$ cat src/rtl/fetch_pc_stage_if.sv
// Fetch-stage bus: redirect/stall/imem inputs and PC / IF-ID pipeline outputs.
interface fetch_pc_stage_if #(
  parameter int CNT_W = 16
);
  logic [31:0]      PCSrc;
  logic             Redirect;
  logic             PCWrite;
  logic             IFIDWrite;
  logic [31:0]      InstrIn;
  logic             InstrValid;
  logic [31:0]      PC;
  logic [31:0]      PCAdder;
  logic [31:0]      IF_ID_Instruction;
  logic [31:0]      IF_ID_PCAdder;
  logic             IF_ID_Valid;
  logic [CNT_W-1:0] FlushCount;

  modport master (
    output PCSrc, Redirect, PCWrite, IFIDWrite, InstrIn, InstrValid,
    input  PC, PCAdder, IF_ID_Instruction, IF_ID_PCAdder, IF_ID_Valid, FlushCount
  );

  modport slave (
    input  PCSrc, Redirect, PCWrite, IFIDWrite, InstrIn, InstrValid,
    output PC, PCAdder, IF_ID_Instruction, IF_ID_PCAdder, IF_ID_Valid, FlushCount
  );
endinterface

$ cat src/rtl/fetch_pc_stage.sv
// Instruction-fetch stage: PC register, PC+4 adder, IF/ID pipeline register with
// redirect flush, hazard stalls, imem-not-ready bubbles and a saturating flush counter.
module fetch_pc_stage #(
  parameter logic [31:0] RESET_PC  = 32'h0000_0000,
  parameter logic [31:0] NOP_INSTR = 32'h0000_0000,
  parameter int          CNT_W     = 16
) (
  input logic                Clk,
  input logic                Rst,
  fetch_pc_stage_if.slave    bus
);

  localparam logic [0:0] BOOT = 1'b0;
  localparam logic [0:0] RUN  = 1'b1;

  logic [0:0]       state_r;
  logic [0:0]       state_nxt_s;
  logic [31:0]      pc_r;
  logic [31:0]      pc_nxt_s;
  logic [31:0]      pc_add_s;
  logic [31:0]      ifid_instr_r;
  logic [31:0]      ifid_instr_nxt_s;
  logic [31:0]      ifid_pcadd_r;
  logic [31:0]      ifid_pcadd_nxt_s;
  logic             ifid_valid_r;
  logic             ifid_valid_nxt_s;
  logic [CNT_W-1:0] flush_cnt_r;
  logic [CNT_W-1:0] flush_cnt_nxt_s;

  function automatic logic [CNT_W-1:0] sat_inc(input logic [CNT_W-1:0] v);
    if (&v) begin
      return v;
    end else begin
      return v + CNT_W'(1);
    end
  endfunction

  assign pc_add_s = pc_r + 32'd4;

  // Next-state selection: redirect beats stalls, stalls beat imem-not-ready bubbles.
  always_comb begin
    state_nxt_s      = state_r;
    pc_nxt_s         = pc_r;
    ifid_instr_nxt_s = ifid_instr_r;
    ifid_pcadd_nxt_s = ifid_pcadd_r;
    ifid_valid_nxt_s = ifid_valid_r;
    flush_cnt_nxt_s  = flush_cnt_r;
    case (state_r)
      BOOT: begin
        state_nxt_s      = RUN;
        ifid_instr_nxt_s = NOP_INSTR;
        ifid_pcadd_nxt_s = 32'h0000_0000;
        ifid_valid_nxt_s = 1'b0;
      end
      RUN: begin
        if (bus.Redirect) begin
          pc_nxt_s = bus.PCSrc;
        end else if (bus.PCWrite && bus.InstrValid) begin
          pc_nxt_s = bus.PCSrc;
        end else begin
          pc_nxt_s = pc_r;
        end

        if (bus.Redirect) begin
          ifid_instr_nxt_s = NOP_INSTR;
          ifid_pcadd_nxt_s = 32'h0000_0000;
          ifid_valid_nxt_s = 1'b0;
          flush_cnt_nxt_s  = sat_inc(flush_cnt_r);
        end else if (!bus.IFIDWrite) begin
          ifid_instr_nxt_s = ifid_instr_r;
          ifid_pcadd_nxt_s = ifid_pcadd_r;
          ifid_valid_nxt_s = ifid_valid_r;
        end else if (!bus.InstrValid) begin
          ifid_instr_nxt_s = NOP_INSTR;
          ifid_pcadd_nxt_s = 32'h0000_0000;
          ifid_valid_nxt_s = 1'b0;
        end else begin
          ifid_instr_nxt_s = bus.InstrIn;
          ifid_pcadd_nxt_s = pc_add_s;
          ifid_valid_nxt_s = 1'b1;
        end
      end
      default: begin
        state_nxt_s      = BOOT;
        ifid_instr_nxt_s = NOP_INSTR;
        ifid_pcadd_nxt_s = 32'h0000_0000;
        ifid_valid_nxt_s = 1'b0;
      end
    endcase
  end

  // State registers; reset wins over every other input.
  always_ff @(posedge Clk) begin
    if (Rst) begin
      state_r      <= BOOT;
      pc_r         <= RESET_PC;
      ifid_instr_r <= NOP_INSTR;
      ifid_pcadd_r <= 32'h0000_0000;
      ifid_valid_r <= 1'b0;
      flush_cnt_r  <= '0;
    end else begin
      state_r      <= state_nxt_s;
      pc_r         <= pc_nxt_s;
      ifid_instr_r <= ifid_instr_nxt_s;
      ifid_pcadd_r <= ifid_pcadd_nxt_s;
      ifid_valid_r <= ifid_valid_nxt_s;
      flush_cnt_r  <= flush_cnt_nxt_s;
    end
  end

  assign bus.PC                = pc_r;
  assign bus.PCAdder           = pc_add_s;
  assign bus.IF_ID_Instruction = ifid_instr_r;
  assign bus.IF_ID_PCAdder     = ifid_pcadd_r;
  assign bus.IF_ID_Valid       = ifid_valid_r;
  assign bus.FlushCount        = flush_cnt_r;

endmodule

$ cat src/flat_wrapper.sv
// flat-port wrapper written by rule: the top's interface ports become plain ports
module fetch_pc_stage_flat 
#(
  parameter logic [31:0] RESET_PC  = 32'h0000_0000,
  parameter logic [31:0] NOP_INSTR = 32'h0000_0000,
  parameter int          CNT_W     = 16
)
  (Clk, Rst, bus_PCSrc, bus_Redirect, bus_PCWrite, bus_IFIDWrite, bus_InstrIn, bus_InstrValid, bus_PC, bus_PCAdder, bus_IF_ID_Instruction, bus_IF_ID_PCAdder, bus_IF_ID_Valid, bus_FlushCount);
  fetch_pc_stage_if #(.CNT_W(CNT_W)) bus_i ();
  input logic Clk;
  input logic Rst;
  input wire logic [$bits(bus_i.PCSrc)-1:0] bus_PCSrc;
  input wire logic [$bits(bus_i.Redirect)-1:0] bus_Redirect;
  input wire logic [$bits(bus_i.PCWrite)-1:0] bus_PCWrite;
  input wire logic [$bits(bus_i.IFIDWrite)-1:0] bus_IFIDWrite;
  input wire logic [$bits(bus_i.InstrIn)-1:0] bus_InstrIn;
  input wire logic [$bits(bus_i.InstrValid)-1:0] bus_InstrValid;
  output wire logic [$bits(bus_i.PC)-1:0] bus_PC;
  output wire logic [$bits(bus_i.PCAdder)-1:0] bus_PCAdder;
  output wire logic [$bits(bus_i.IF_ID_Instruction)-1:0] bus_IF_ID_Instruction;
  output wire logic [$bits(bus_i.IF_ID_PCAdder)-1:0] bus_IF_ID_PCAdder;
  output wire logic [$bits(bus_i.IF_ID_Valid)-1:0] bus_IF_ID_Valid;
  output wire logic [$bits(bus_i.FlushCount)-1:0] bus_FlushCount;
  assign bus_i.PCSrc = bus_PCSrc;
  assign bus_i.Redirect = bus_Redirect;
  assign bus_i.PCWrite = bus_PCWrite;
  assign bus_i.IFIDWrite = bus_IFIDWrite;
  assign bus_i.InstrIn = bus_InstrIn;
  assign bus_i.InstrValid = bus_InstrValid;
  assign bus_PC = bus_i.PC;
  assign bus_PCAdder = bus_i.PCAdder;
  assign bus_IF_ID_Instruction = bus_i.IF_ID_Instruction;
  assign bus_IF_ID_PCAdder = bus_i.IF_ID_PCAdder;
  assign bus_IF_ID_Valid = bus_i.IF_ID_Valid;
  assign bus_FlushCount = bus_i.FlushCount;
  fetch_pc_stage #(.RESET_PC(RESET_PC), .NOP_INSTR(NOP_INSTR), .CNT_W(CNT_W)) u_core (.Clk(Clk), .Rst(Rst), .bus(bus_i));
endmodule
$ cat config.mk
export PLATFORM = sky130hd
export DESIGN_NAME = fetch_pc_stage_flat
export DESIGN_NICKNAME = d
export VERILOG_FILES = /design/src/rtl/fetch_pc_stage_if.sv /design/src/rtl/fetch_pc_stage.sv /design/src/flat_wrapper.sv
export SDC_FILE = /design/constraint.sdc
export NUM_CORES = 1
export LEC_CHECK = 0
export ABC_CLOCK_PERIOD_IN_PS = 2100
export CORE_MARGIN = 2
export CORE_UTILIZATION = 30
export DETAILED_ROUTE_END_ITERATION = 6
export SYNTH_ARGS = -nofsm -noshare
export SYNTH_HDL_FRONTEND = slang
export SYNTH_SLANG_ARGS = --single-unit
$ cat constraint.sdc
create_clock -name Clk -period 2.1 [get_ports Clk]
set_input_delay 0.525 -clock Clk [delete_from_list [all_inputs] [get_ports Clk]]
set_output_delay 0.525 -clock Clk [all_outputs]
set_load 0.02 [all_outputs]
==> results.md, run 1 <==
- Worst path required time: 1.57 ns
- Avg Cell Area, Syn: 8.187 um^2
- Core Region: 0.01652 mm^2
- Final Setup Violations: 25
- Layout cells sized above 1: 0.2976
- Yosys warns: 0
- Vias: 5,954
- Final Net Count: 1,010
- RSZ-0062 raised after global routing: yes
- Slew headroom: 0.6608
- Worst IR Drop VDD: 0.5788 mV
- CP Launch Type: flop
- Predominant post-synthesis flop cell: dfxtp_1
- Share of flip-flops with an asynchronous set or reset: 0
- Worst Hold Class: reg2reg
- #FFs+latches synth: 114
- Number of diodes: 0
- Routed Wire Length: 19,890 um
- Critical Path AT: 2.17 ns
- Clk sink count: 114
- Synth top area cells: dfxtp_1, nand2_1, a22oi_1, a21oi_1, nor2_1
- Gr usage total: 0.2212
- Syn Std Cell Area: 0.005060 mm^2
- Initial antenna violation count: 0
- Share of the synthesized area in the top cell type: 0.4510
- Pwr dens: 645.6 mW/mm^2
- Outcome: finished with violations
- Post-layout minimum cycle time: 2.700 ns
- Final hold slack: 0.4649 ns
- Global route overflow: 0
- Post-DRT Antenna Nets: 0
- Syn_nets: 690
- Worst Path Max Fanout: 2
- Die width: 133.9 um
- Routed WL per cell: 16.99 um
- Filler Cell Count: 1,407
- CTS tree: done
- # port buffers: 214
- Clock latency on the worst-skew pair: 0.42 ns
- First-pass GRT wire length: 31,290 um
- Skew final: 0.01246 ns
- Fmax: 0.3704 GHz
- Starting Density: 0.3062
- Design Power: 6.205 mW
- Initial DRC count: 307
- CTS Hold Bufs: 0
- DPL Wire Length: 14,080 um
- Actual slew at the worst max-slew pin: 0.5049 ns
- CP Capture Type: output pin
- Largest area contributor in the netlist: dfxtp_1
- Netlist cell types: 53
- Failing checks: negative setup slack
- Pre-CTS setup slack: -0.7071 ns
- Worst-path clk slew: 0.06 ns
- GP Congestion: 0.8688
- Cell count after synthesis: 618
- DR DRC count: 0
- Max-cap violations: 0
- Clock buffer depth: 2
- Post-DP Area: 0.008317 mm^2
- Min setup slack post-route: -0.5995 ns
- Number of global-route vias before repair: 6,057
- Max-slew violations: 0
- Final instance area: 0.009610 mm^2
- Final worst-path cycle share: 1.285
- Max H-tree Level: 4
- Lkg Pwr: 4.012 nW
- Largest net degree at the start of global routing: 45
- Total iterations of the first detailed-routing run: 4
- Standard-cell rows: 47
- DR vias/cell: 5.085
- Top-level I/O count: 215
- Root buf cell: clkbuf_16
- Layout area overhead: 89.94%
- Die Footprint: 0.01792 mm^2
- Die H: 133.9 um
- Register area share after synthesis: 0.4510
- Post-synth EDFFs: 0
- Fin. Hold Viols: 0
- Clock buffer count from CTS: 17
- Critical path class: reg2out
power breakdown:
part	internal, mW	switching [mW]
clock network	2.07	1.12
registers	2.21	0.0398
logic	0.388	0.380
final timing paths:
check / from / end / slack [ns] / cells past startpoint
min reg2reg: u_core.bus.IF_ID_PCAdder[8]$_SDFFE_PP0P_ / u_core.bus.IF_ID_PCAdder[8]$_SDFFE_PP0P_ / 0.46 / 2
max: u_core.bus.PC[8]$_SDFFE_PP0P_ / bus_PCAdder[21] / -0.60 / 5
max reg2reg: u_core.bus.PC[8]$_SDFFE_PP0P_ / u_core.bus.IF_ID_PCAdder[20]$_SDFFE_PP0P_ / 0.07 / 6
min: u_core.bus.IF_ID_PCAdder[8]$_SDFFE_PP0P_ / u_core.bus.IF_ID_PCAdder[8]$_SDFFE_PP0P_ / 0.46 / 2
Yosys cell counts, types with 2 or more instances:
master,number
o211ai_1,14
xor2_1,10
dfxtp_1,114
a21oi_1,49
mux2_2,4
buf_2,2
nor4_1,3
or4_1,10
nand2_1,107
ha_1,2
a22oi_1,40
a22o_1,6
nand4_1,16
nor4_2,2
xnor2_1,15
and4_1,5
inv_1,7
nor2_1,58
a21o_1,2
and2_1,4
a21boi_0,2
o41ai_1,2
o21ai_0,5
nor2b_1,4
buf_4,2
nand3_1,29
a31o_2,2
buf_1,6
nor3_1,16
clkbuf_1,35
or2_2,4
o31ai_1,4
or3_1,9
and3_1,9
flip-flops by register name, indices dropped and copies added (netlist names):
name                          count
u_core.bus.IF_ID_Valid            1
u_core.bus.IF_ID_Instruction     32
u_core.bus.PC                    32
u_core.bus.FlushCount            16
u_core.bus.IF_ID_PCAdder         32
u_core.state_r                    1
critical path, cell delays in order, from the launching register on:
cell and delay [ns]:
dfxtp_4 0.34, nand4_1 0.16, or4_4 0.56, or3_4 0.38, xnor2_4 0.17, buf_6 0.13
final cells by class:
type | instances | area [um^2] | area share
Inverter | 7 | 26.28 | 0.002734
Clock buffer | 18 | 450.4 | 0.04687
Timing Repair Buffer | 346 | 3261 | 0.3393
Tap cell | 220 | 275.3 | 0.02864
Multi-Input combinational cell | 452 | 3067 | 0.3191
Sequential cell | 114 | 2330 | 0.2424
Clock inverter | 14 | 201.4 | 0.02096
placed cells by master (no fill, tap or decap), types with 6 or more instances in the layout:
cell type	synthesis	layout
a21oi_1	49	48
a22o_1	6	6
a22oi_1	40	40
and3_1	9	6
buf_12	0	6
buf_4	2	126
buf_6	0	28
clkbuf_16	0	18
clkdlybuf4s50_1	0	164
dfxtp_1	114	98
dfxtp_4	0	11
dlygate4sd2_1	0	6
dlymetal6s2s_1	0	14
inv_1	7	7
nand2_1	107	105
nand3_1	29	17
nand3_4	0	7
nand4_1	16	16
nor2_1	58	53
nor3_1	16	9
o211ai_1	14	14
or3_1	9	8
or4_1	10	8
xnor2_2	0	11
routing by layer:
layer / part of all wire / wire, um / global-route usage
met1: 0.42 / 8420 / 0.2710
met2: 0.48 / 9523 / 0.3627
met3: 0.066 / 1307 / 0.06160
met4: 0.032 / 638 / 0.09929
met5: 0 / 0 / 0
through the flow:
step / instances / utilization / setup TNS (ns)
5_1_grt: 1171 / 0.5816 / -9.867
2_1_floorplan: 618 / - / -1.238
3_5_place_dp: 1110 / 0.5033 / -13.98
4_1_cts: 1165 / 0.5705 / -8.032
3_3_place_gp: 1110 / 0.5033 / -13.23
6_report: 1171 / 0.5816 / -7.995
kinds of logic after synthesis:
| logic type | count (synthesis) | synth area share |
|---|---|---|
| and+or+nand+nor | 284 | 0.2693 |
| AOI/OAI and AO/OA | 136 | 0.1800 |
| DFF | 114 | 0.4510 |
| buffers and inverters | 52 | 0.04055 |
| xor gates and xnor gates | 25 | 0.04327 |
| muxes | 5 | 0.01088 |
| adders and majority gates | 2 | 0.004945 |
timing repair:
item | 4_1_cts | 5_1_grt
gates cloned | 1 | 0
pin swaps | 27 | 17
resized for setup | 230 | 41
setup buffers | 22 | 8
setup endpoints to repair | 33 | 42
No activity file was read; power rests on OpenSTA's default activity.
==> run 2: changes to the inputs <==
- ABC_CLOCK_PERIOD_IN_PS: 2100 -> default
- CORE_MARGIN: 2 -> 4
- CTS_CLUSTER_DIAMETER: default -> 200
==> run 2 against run 1 <==
Net effect:
- the run still ends with negative setup slack left
- total power down 0.87%
- utilization down 0.43 points
- maximum frequency up 2.4%
- clock skew up 0.0022 ns
- sequential power about the same
- combinational power up 2%
- via count down 0.99%
- clock-buffer cell count up 3
- clock power down 2%
- first-iteration DRC count up 9.4%
- largest cell class unchanged
==> results.md, run 2 (synthesis results as in run 1) <==
- Outcome: finished with violations (unchanged)
- Failing checks: negative setup slack (unchanged)
- Most frequent cells in the layout: clkdlybuf4s50_1, buf_4, nand2_1, dfxtp_1, nor2_1 (unchanged)
- Slowest CP cell: or4_4 (unchanged)
- DPL Wire Length: 14,370 um (was 14,080 um)
- Hold Path End: u_core.bus.PC[20]$_SDFFE_PP0P_ (was u_core.bus.IF_ID_PCAdder[8]$_SDFFE_PP0P_)
- Max-slew violations: 0 (unchanged)
- # port buffers: 214 (unchanged)
- RSZ-0062 raised after global routing: yes (unchanged)
- DR DRC count: 0 (unchanged)
- Number of diodes: 0 (unchanged)
- Core Region: 0.01658 mm^2 (was 0.01652 mm^2)
- Largest net degree at the start of global routing: 52 (was 45)
- Placed Cells incl. Taps: 1,111 (was 1,110)
- CP Launch Type: flop (unchanged)
- Top-level I/O count: 215 (unchanged)
- CP Capture Type: output pin (unchanged)
- Worst Hold Class: in2reg (was reg2reg)
- Critical Path AT: 2.11 ns (was 2.17 ns)
- Worst Path Max Fanout: 2 (unchanged)
- Gr usage total: 0.2090 (was 0.2212)
- Min setup slack post-route: -0.5353 ns (was -0.5995 ns)
- Routed WL per cell: 17.08 um (was 16.99 um)
- Post-layout minimum cycle time: 2.635 ns (was 2.700 ns)
- Hold path depth: 2 (unchanged)
- Commonest non-fill, non-tap cell in the layout: clkdlybuf4s50_1 (unchanged)
- Layout cells sized above 1: 0.2962 (was 0.2976)
- Final hold slack: 0.3884 ns (was 0.4649 ns)
- Die width: 137.9 um (was 133.9 um)
- Pre-CTS setup slack: -0.6757 ns (was -0.7071 ns)
- Final Net Count: 1,011 (was 1,010)
- Clock buffer count from CTS: 17 (unchanged)
- Max-cap violations: 0 (unchanged)
- Worst-path clk slew: 0.05 ns (was 0.06 ns)
- Worst path required time: 1.57 ns (about the same)
- Pwr dens: 642.5 mW/mm^2 (was 645.6 mW/mm^2)
- R2R Setup Slk: 0.10 ns (was 0.07 ns)
- Routed Wire Length: 20,020 um (was 19,890 um)
- Worst path cell trace: nand4_4 > or4_4 > or3_4 > xnor2_4 > buf_6 (was nand4_1 > or4_4 > or3_4 > xnor2_4 > buf_6)
- Max incr delay on CP: 0.54 ns (was 0.56 ns)
- Design Power: 6.151 mW (was 6.205 mW)
- GP Congestion: 0.8749 (was 0.8688)
- Fmax: 0.3795 GHz (was 0.3704 GHz)
- First-pass GRT wire length: 30,730 um (was 31,290 um)
- Global route overflow: 0 (unchanged)
- R2R cell count: 6 (unchanged)
- Clock latency on the worst-skew pair: 0.43 ns (was 0.42 ns)
- Max H-tree Level: 4 (unchanged)
- Die H: 137.9 um (was 133.9 um)
- DR vias/cell: 5.030 (was 5.085)
- Actual slew at the worst max-slew pin: 0.5593 ns (was 0.5049 ns)
- Critical path class: reg2out (unchanged)
- Root buf cell: clkbuf_16 (unchanged)
- Core Util, Final: 0.5773 (was 0.5816)
- R2r endpoint: u_core.bus.IF_ID_PCAdder[20]$_SDFFE_PP0P_ (unchanged)
- Lkg Pwr: 3.942 nW (was 4.012 nW)
- Vias: 5,895 (was 5,954)
- Worst r2r src: u_core.bus.PC[16]$_SDFFE_PP0P_ (was u_core.bus.PC[8]$_SDFFE_PP0P_)
- Slew headroom: 0.6271 (was 0.6608)
- Number of global-route vias before repair: 5,804 (was 6,057)
- Die Footprint: 0.01901 mm^2 (was 0.01792 mm^2)
- Worst IR Drop VDD: 0.5701 mV (was 0.5788 mV)
- Clk sink count: 114 (unchanged)
- Filler Cell Count: 1,480 (was 1,407)
- Standard-cell rows: 47 (unchanged)
- Final instance area: 0.009574 mm^2 (was 0.009610 mm^2)
- Total iterations of the first detailed-routing run: 5 (was 4)
- Initial DRC count: 336 (was 307)
- Post-route setup TNS: -8.620 ns (was -7.995 ns)
- Layout area overhead: 89.22% (was 89.94%)
- Initial antenna violation count: 0 (unchanged)
- Hold path start: Rst (was u_core.bus.IF_ID_PCAdder[8]$_SDFFE_PP0P_)
- Post-Layout Cell Count: 1,172 (was 1,171)
- Skew final: 0.01466 ns (was 0.01246 ns)
- Post-DP Area: 0.008337 mm^2 (was 0.008317 mm^2)
- Starting Density: 0.3051 (was 0.3062)
- Fin. Hold Viols: 0 (unchanged)
- Post-DRT Antenna Nets: 0 (unchanged)
- CTS tree: done (unchanged)
- Final worst-path cycle share: 1.255 (was 1.285)
- Clock buffer depth: 2 (unchanged)
- Final Setup Violations: 25 (unchanged)
## run 2: cell count changes in the layout (fill, tap and decap cells not counted), moves of 2 or more
cell / previous run / this run
nand2_2: 0 / 2
clkinv_2: 0 / 2
dlymetal6s2s_1: 14 / 9
dlygate4sd2_1: 6 / 11
nand3_2: 5 / 7
buf_6: 28 / 30
clkinv_4: 4 / 1
nand3_4: 7 / 4
## run 2: final cells by class
class                   instances  area [um^2]  area share
inverters                       7        26.28    0.002744
well taps                     220        275.3     0.02875
flip-flops and latches        114         2330      0.2433
multi-input cells             452         3043      0.3178
clock inverters                11        145.1     0.01516
clock buffers                  21        493.0     0.05149
repair buffers                347         3262      0.3407
## run 2: repair_timing
| action | in CTS | in global routing |
|---|---|---|
| cloned | 1 | 0 |
| gates resized for setup | 232 | 31 |
| endpoints found under the hold margin | 0 | 0 |
| pin swaps | 23 | 20 |
| hold buffers | 0 | 0 |
| buffers inserted | 20 | 9 |
| setup endpoints to repair | 35 | 37 |
## run 2: worst max-delay path: cells and delay by family, from the launching register on
kind	cells	cell delay [ns]
xor+xnor	1	0.14
buf+inv	1	0.13
flops	1	0.35
simple gates	3	1.06
## run 2: worst max path at each step
stage                                    from              end  slack, ns
3_5_place_dp    u_core.bus.PC[8]$_SDFFE_PP0P_  bus_PCAdder[22]      -0.68
2_1_floorplan  u_core.bus.PC[15]$_SDFFE_PP0P_  bus_PCAdder[21]      -0.22
6_report       u_core.bus.PC[16]$_SDFFE_PP0P_  bus_PCAdder[21]      -0.54
5_1_grt        u_core.bus.PC[16]$_SDFFE_PP0P_  bus_PCAdder[21]      -0.62
4_1_cts        u_core.bus.PC[15]$_SDFFE_PP0P_  bus_PCAdder[21]      -0.56
3_3_place_gp    u_core.bus.PC[8]$_SDFFE_PP0P_  bus_PCAdder[22]      -0.67
## run 2: layer usage
metal | track usage | share of wire | vias to the layer above
li1 | - | - | 2856
met1 | 0.2631 | 0.43 | 2791
met2 | 0.3384 | 0.48 | 211
met3 | 0.05588 | 0.061 | 37
met4 | 0.08782 | 0.026 | 0
met5 | 0 | 0 | -
## run 2: report_power, final
| part | switching [mW] | internal [mW] |
|---|---|---|
| sequential | 0.0406 | 2.21 |
| clock | 1.08 | 2.04 |
| combinational | 0.386 | 0.398 |
| total | 1.51 | 4.64 |
==> variant 1 (config.mk and constraints of run 1) <==
Reset style: asynchronous (`Rst`), changed in one clocked block.
--- a/src/rtl/fetch_pc_stage.sv
+++ b/src/rtl/fetch_pc_stage.sv
@@ -90,7 +90,7 @@
   end
 
   // State registers; reset wins over every other input.
-  always_ff @(posedge Clk) begin
+  always_ff @(posedge Clk or posedge Rst) begin
     if (Rst) begin
       state_r      <= BOOT;
       pc_r         <= RESET_PC;
Function: differs if Rst is asserted again (counterexample within 4 cycles, from zero or initial values and one cycle with Rst high); with Rst held inactive, the same outputs for 10 cycles.
==> variant 1 against run 1 <==
  * The run still ends with negative setup slack left
  * Routed wire length decreased by 9.5%
  * Worst setup slack got worse by 0.00089 ns
  * Fmax about the same
  * Area after synthesis increased by 3.5%
  * Hold slack got worse by 0.0085 ns
  * Design area increased by 0.90%
  * Sequential cell count unchanged
  * Clock skew decreased by 0.0023 ns
Power is not compared: it rests on default switching activity, and its combinational part moved more than twofold at a synthesized area within 25%.
==> variant 1: results (changes against run 1) <==
- Hold/Removal Path Class: in2async (was reg2reg)
- Fill cell count: 1,475 (was 1,407)
- First-iteration detailed-routing DRC count: 197 (was 307)
- Initial antenna violation count: 0 (unchanged)
- WP data arrival: around 2.2 ns
- M2 GR Usage: 32.1% (was 36.3%)
- CP max FO: 7 (was 2)
- Avg WL per Cell: 18.0 µm (was 17.0 µm)
- Vias in the first global route: 5,255 (was 6,057)
- Setup violations, final: 26 (was 25)
- Unique cell type count in the Yosys netlist: 44 (was 53)
- DR WL met3: 1.26 mm (was 1.31 mm)
- Placed cells: 942 (was 1,110)
- Non-Filler Instances: 1,001 (was 1,171)
- Top FF cell, synth: dfrtp_1 (was dfxtp_1)
- Final Skew: 0.0101 ns (was 0.0125 ns)
- Vias: 4,971 (was 5,954)
- Flop-to-flop setup slack: 0.10 ns (was 0.07 ns)
- Post-Synth Adder-Cell Area: 0.478% (was 0.495%)
- Final WS setup: -0.600 ns (about the same)
- NumNets Final: 835 (was 1,010)
- XOR/XNOR Fraction of Synth Area: 6.69% (was 4.33%)
- CTS resizes: 228 (was 230)
- Clk_lat worst skew: 0.42 ns (about the same)
- Register area share after synthesis: 54.5% (was 45.1%)
- Register-to-Register Path Depth: 7 (was 6)
- Violations in the final reports: negative setup slack (unchanged)
- Post-synth top cells: dfrtp_1, a22o_1, nand2_1 (was dfxtp_1, nand2_1, nor2_1)
- Worst hold slack: 0.456 ns (was 0.465 ns)
- Post-DP HPWL: 12.8 mm (was 14.1 mm)
- Setup Buffers After CTS: 20 (was 22)
- Global-route wire length before repair: 28.6 mm (was 31.3 mm)
- Share of post-route cells with drive strength above 1: 38.9% (was 29.8%)
- Global Route Usage Sum: 20.1% (was 22.1%)
- Compound-cell area share of the yosys netlist: 11.2% (was 18.0%)
- Ranking of synthesized cells by area: dfrtp_1, a22o_1, mux2_2 (was dfxtp_1, nand2_1, a22oi_1)
- GRT met3 Usage: 6.94% (was 6.16%)
- Max incr delay on CP: 0.61 ns (was 0.56 ns)
- GPL Wtd Cong: 0.793 (was 0.869)
- DRT Pass-1 Iters: 5 (was 4)
- Max layer used: met4 (unchanged)
- Placed cell area: 0.00854 mm² (was 0.00832 mm²)
- WL met2: 8.77 mm (was 9.52 mm)
- CTS root buf: clkbuf_16 (unchanged)
- Syn. warnings: 0 (unchanged)
- Post-Place Worst Slack: -0.665 ns (was -0.707 ns)
- Top cell type by total area after synthesis: dfrtp_1 (was dfxtp_1)
- H-tree depth: 4 (unchanged)
- Setup tns final: -9.96 ns (was -7.99 ns)
- Worst r2r src: u_core.bus.PC[3] (was u_core.bus.PC[8])
- Share of flip-flops with an asynchronous set or reset: 100% (was 0%)
- Status: complete, but fails checks (unchanged)
- GR met1 Demand/Resource: 25.6% (was 27.1%)
- Pin count of the biggest net entering global routing: 48 (was 45)
- Mux cell area share after synthesis: 7.74% (was 1.09%)
- Antenna diodes: 0 (unchanged)
- Post-Route M1 WL: 7.68 mm (was 8.42 mm)
- Cells after Synth: 452 (was 618)
- R2r endpoint: u_core.bus.IF_ID_PCAdder[26] (was u_core.bus.IF_ID_PCAdder[20])
- Syn Nets: 524 (was 690)
[variant 1: changes by cell type after synthesis, moves of 6 or more]
cell and delta:
a22o_1 +43, nand3_1 -13, dfrtp_1 +114, clkbuf_1 -18, buf_2 +6, xor2_1 +10
dfxtp_1 -114, or3_1 -8, a21oi_1 -47, nand2_1 -61, nor3_1 -9, nor2_1 -47
a22oi_1 -40, mux2_2 +32
[variant 1: worst reg2reg max path, delay by kind of cell (launching register included)]
family,cells,cell delay [ns]
flip-flops,1,0.41
AO/OA/AOI/OAI,1,0.10
AND/OR/NAND/NOR,3,0.90
buffers and inverters,2,0.36
adder cells (fa/ha/maj),1,0.14
[variant 1: how the worst max path moves through the flow]
stage / start / depth (start not counted) / to / slack (ns)
floorplan: u_core.bus.PC[6] / 4 / bus_PCAdder[17] / -0.11
global placement: u_core.bus.PC[2] / 6 / bus_PCAdder[21] / -0.63
detailed placement: u_core.bus.PC[2] / 6 / bus_PCAdder[21] / -0.66
CTS: u_core.bus.PC[2] / 6 / bus_PCAdder[29] / -0.62
global route: u_core.bus.PC[2] / 8 / bus_PCAdder[26] / -0.71
finish: u_core.bus.PC[2] / 6 / bus_PCAdder[19] / -0.60
[variant 1: power by group]
| part | internal, W | switching (W) | leakage (nW) |
|---|---|---|---|
| clock network | 0.00204 | 0.00106 | 0.293 |
| registers | 0.00239 | 0.000194 | 1.48 |
| logic | 0.00109 | 0.00104 | 2.60 |
| total | 0.00552 | 0.00230 | 4.38 |
[variant 1: area by class of cell]
cell class / count / area, µm² / area share, %
multi-input cells: 300 / 2740 / 28.2
clock buffers: 19 / 453 / 4.67
repair buffers: 327 / 3150 / 32.5
inverters: 3 / 15.0 / 0.155
flip-flops and latches: 114 / 2880 / 29.7
well taps: 225 / 282 / 2.90
clock inverters: 13 / 184 / 1.90
==> variant 2 (settings of run 1) <==
Made on the original files. `CNT_W` is set to 16 in 3 places; all go to 32.
--- a/src/rtl/fetch_pc_stage_if.sv
+++ b/src/rtl/fetch_pc_stage_if.sv
@@ -1,6 +1,6 @@
 // Fetch-stage bus: redirect/stall/imem inputs and PC / IF-ID pipeline outputs.
 interface fetch_pc_stage_if #(
-  parameter int CNT_W = 16
+  parameter int CNT_W = 32
 );
   logic [31:0]      PCSrc;
   logic             Redirect;
--- a/src/rtl/fetch_pc_stage.sv
+++ b/src/rtl/fetch_pc_stage.sv
@@ -3,7 +3,7 @@
 module fetch_pc_stage #(
   parameter logic [31:0] RESET_PC  = 32'h0000_0000,
   parameter logic [31:0] NOP_INSTR = 32'h0000_0000,
-  parameter int          CNT_W     = 16
+  parameter int          CNT_W     = 32
 ) (
   input logic                Clk,
   input logic                Rst,
--- a/src/flat_wrapper.sv
+++ b/src/flat_wrapper.sv
@@ -3,7 +3,7 @@
 #(
   parameter logic [31:0] RESET_PC  = 32'h0000_0000,
   parameter logic [31:0] NOP_INSTR = 32'h0000_0000,
-  parameter int          CNT_W     = 16
+  parameter int          CNT_W     = 32
 )
   (Clk, Rst, bus_PCSrc, bus_Redirect, bus_PCWrite, bus_IFIDWrite, bus_InstrIn, bus_InstrValid, bus_PC, bus_PCAdder, bus_IF_ID_Instruction, bus_IF_ID_PCAdder, bus_IF_ID_Valid, bus_FlushCount);
   fetch_pc_stage_if #(.CNT_W(CNT_W)) bus_i ();
Interface: changed (resized bus_FlushCount); port bits go from 215 to 231. No check against the original RTL was run, so the function may have changed too.
==> variant 2 against run 1 <==
  * The run still ends with negative setup slack left
  * Power decreased by 1.7%
  * Sequential cell count increased by 16
  * Synthesized cell count decreased by 0.32%
  * Global-route usage decreased by 3.0 points
  * Area after synthesis increased by 6.4%
  * Worst setup slack improved by 0.24 ns
  * Sequential share of layout area increased by 2.6 points
  * Utilization decreased by 1.5 points
  * Clock skew decreased by 0.0017 ns
  * Final cell count about the same
  * Design area increased by 2.7%
  * Routed wire length decreased by 4.9%
  * Hold slack got worse by 0.11 ns
  * Fmax increased by 9.8%
  * Largest power group unchanged
  * Highest routed layer unchanged
==> variant 2: results (changes against run 1) <==
- Setup Buffers After CTS: 13 (was 22)
- Final WS setup: -0.359 ns (was -0.600 ns)
- Clock-cell share: 5.63% (was 6.78%)
- Clock buffers: 19 (was 18)
- Pin count of the biggest net entering global routing: 62 (was 45)
- Non-clock buffers: 341 (was 346)
- Violations in the final reports: negative setup slack (unchanged)
- Unique cell type count in the Yosys netlist: 47 (was 53)
- GPL Wtd Cong: 0.840 (was 0.869)
- CP max FO: 5 (was 2)
- Syn Nets: 688 (was 690)
- Hold/Removal Path Class: in2reg (was reg2reg)
- Post-Synth Adder-Cell Area: 0.465% (was 0.495%)
- Setup violations, final: 25 (unchanged)
- Compound-cell area share of the yosys netlist: 19.2% (was 18.0%)
- Register-to-Register Path Depth: 5 (was 6)
- Total routed wirelength: 18.9 mm (was 19.9 mm)
- Multi-input gates: 439 (was 452)
- Status: complete, but fails checks (unchanged)
- CTS resizes: 181 (was 230)
- Ranking of synthesized cells by area: dfxtp_1, nand2_1, a22oi_1 (unchanged)
- Global-route wire length before repair: 28.5 mm (was 31.3 mm)
- Setup tns final: -6.09 ns (was -7.99 ns)
- Worst Tran Pin Value: 0.475 ns (was 0.505 ns)
- Post-DP HPWL: 13.5 mm (was 14.1 mm)
variant 2: power breakdown:
group | leakage, nW | internal (W) | switching, W | total [W]
logic | 2.66 | 0.000390 | 0.000362 | 0.000752
registers | 1.07 | 0.00251 | 0.0000342 | 0.00255
clock network | 0.277 | 0.00166 | 0.00115 | 0.00280
variant 2: final timing paths:
kind,from,to,slack (ns)
worst min-delay path,Rst,u_core.bus.FlushCount[13],0.36
worst max-delay path,u_core.bus.PC[3],bus_PCAdder[31],-0.36
worst max register to register,u_core.bus.FlushCount[0],u_core.bus.FlushCount[12],0.04
worst min register to register,u_core.bus.IF_ID_PCAdder[21],u_core.bus.IF_ID_PCAdder[21],0.48
variant 2: worst max-delay path, stage by stage, from the launching register on:
cell	delay, ns
dfxtp_4	0.36
and4_4	0.23
nand4_1	0.10
buf_6	0.16
buf_4	0.14
nor4_4	0.19
xor2_2	0.22
buf_6	0.15
variant 2: per-layer routing:
| metal | vias up | routed length, µm | global-route usage (%) | part of all wire, % |
|---|---|---|---|---|
| li1 | 2866 | - | - | - |
| met5 | - | 0 | 0 | 0 |
| met3 | 21 | 1530 | 6.32 | 8.1 |
| met2 | 226 | 9130 | 32.5 | 48 |
| met4 | 0 | 265 | 6.41 | 1.4 |
| met1 | 2818 | 7990 | 22.8 | 42 |
variant 2: stage by stage:
| step | worst slack [ns] | power (W) | std cells | area (µm²) |
|---|---|---|---|---|
| 2_1_floorplan | 0.00136 | 0.00289 | 616 | 5600 |
| 5_1_grt | -0.463 | 0.00633 | 1172 | 9870 |
| 6_report | -0.359 | 0.00610 | 1172 | 9870 |
| 3_3_place_gp | -0.558 | 0.00332 | 1113 | 8770 |
| 3_5_place_dp | -0.557 | 0.00333 | 1113 | 8770 |
| 4_1_cts | -0.385 | 0.00615 | 1157 | 9530 |
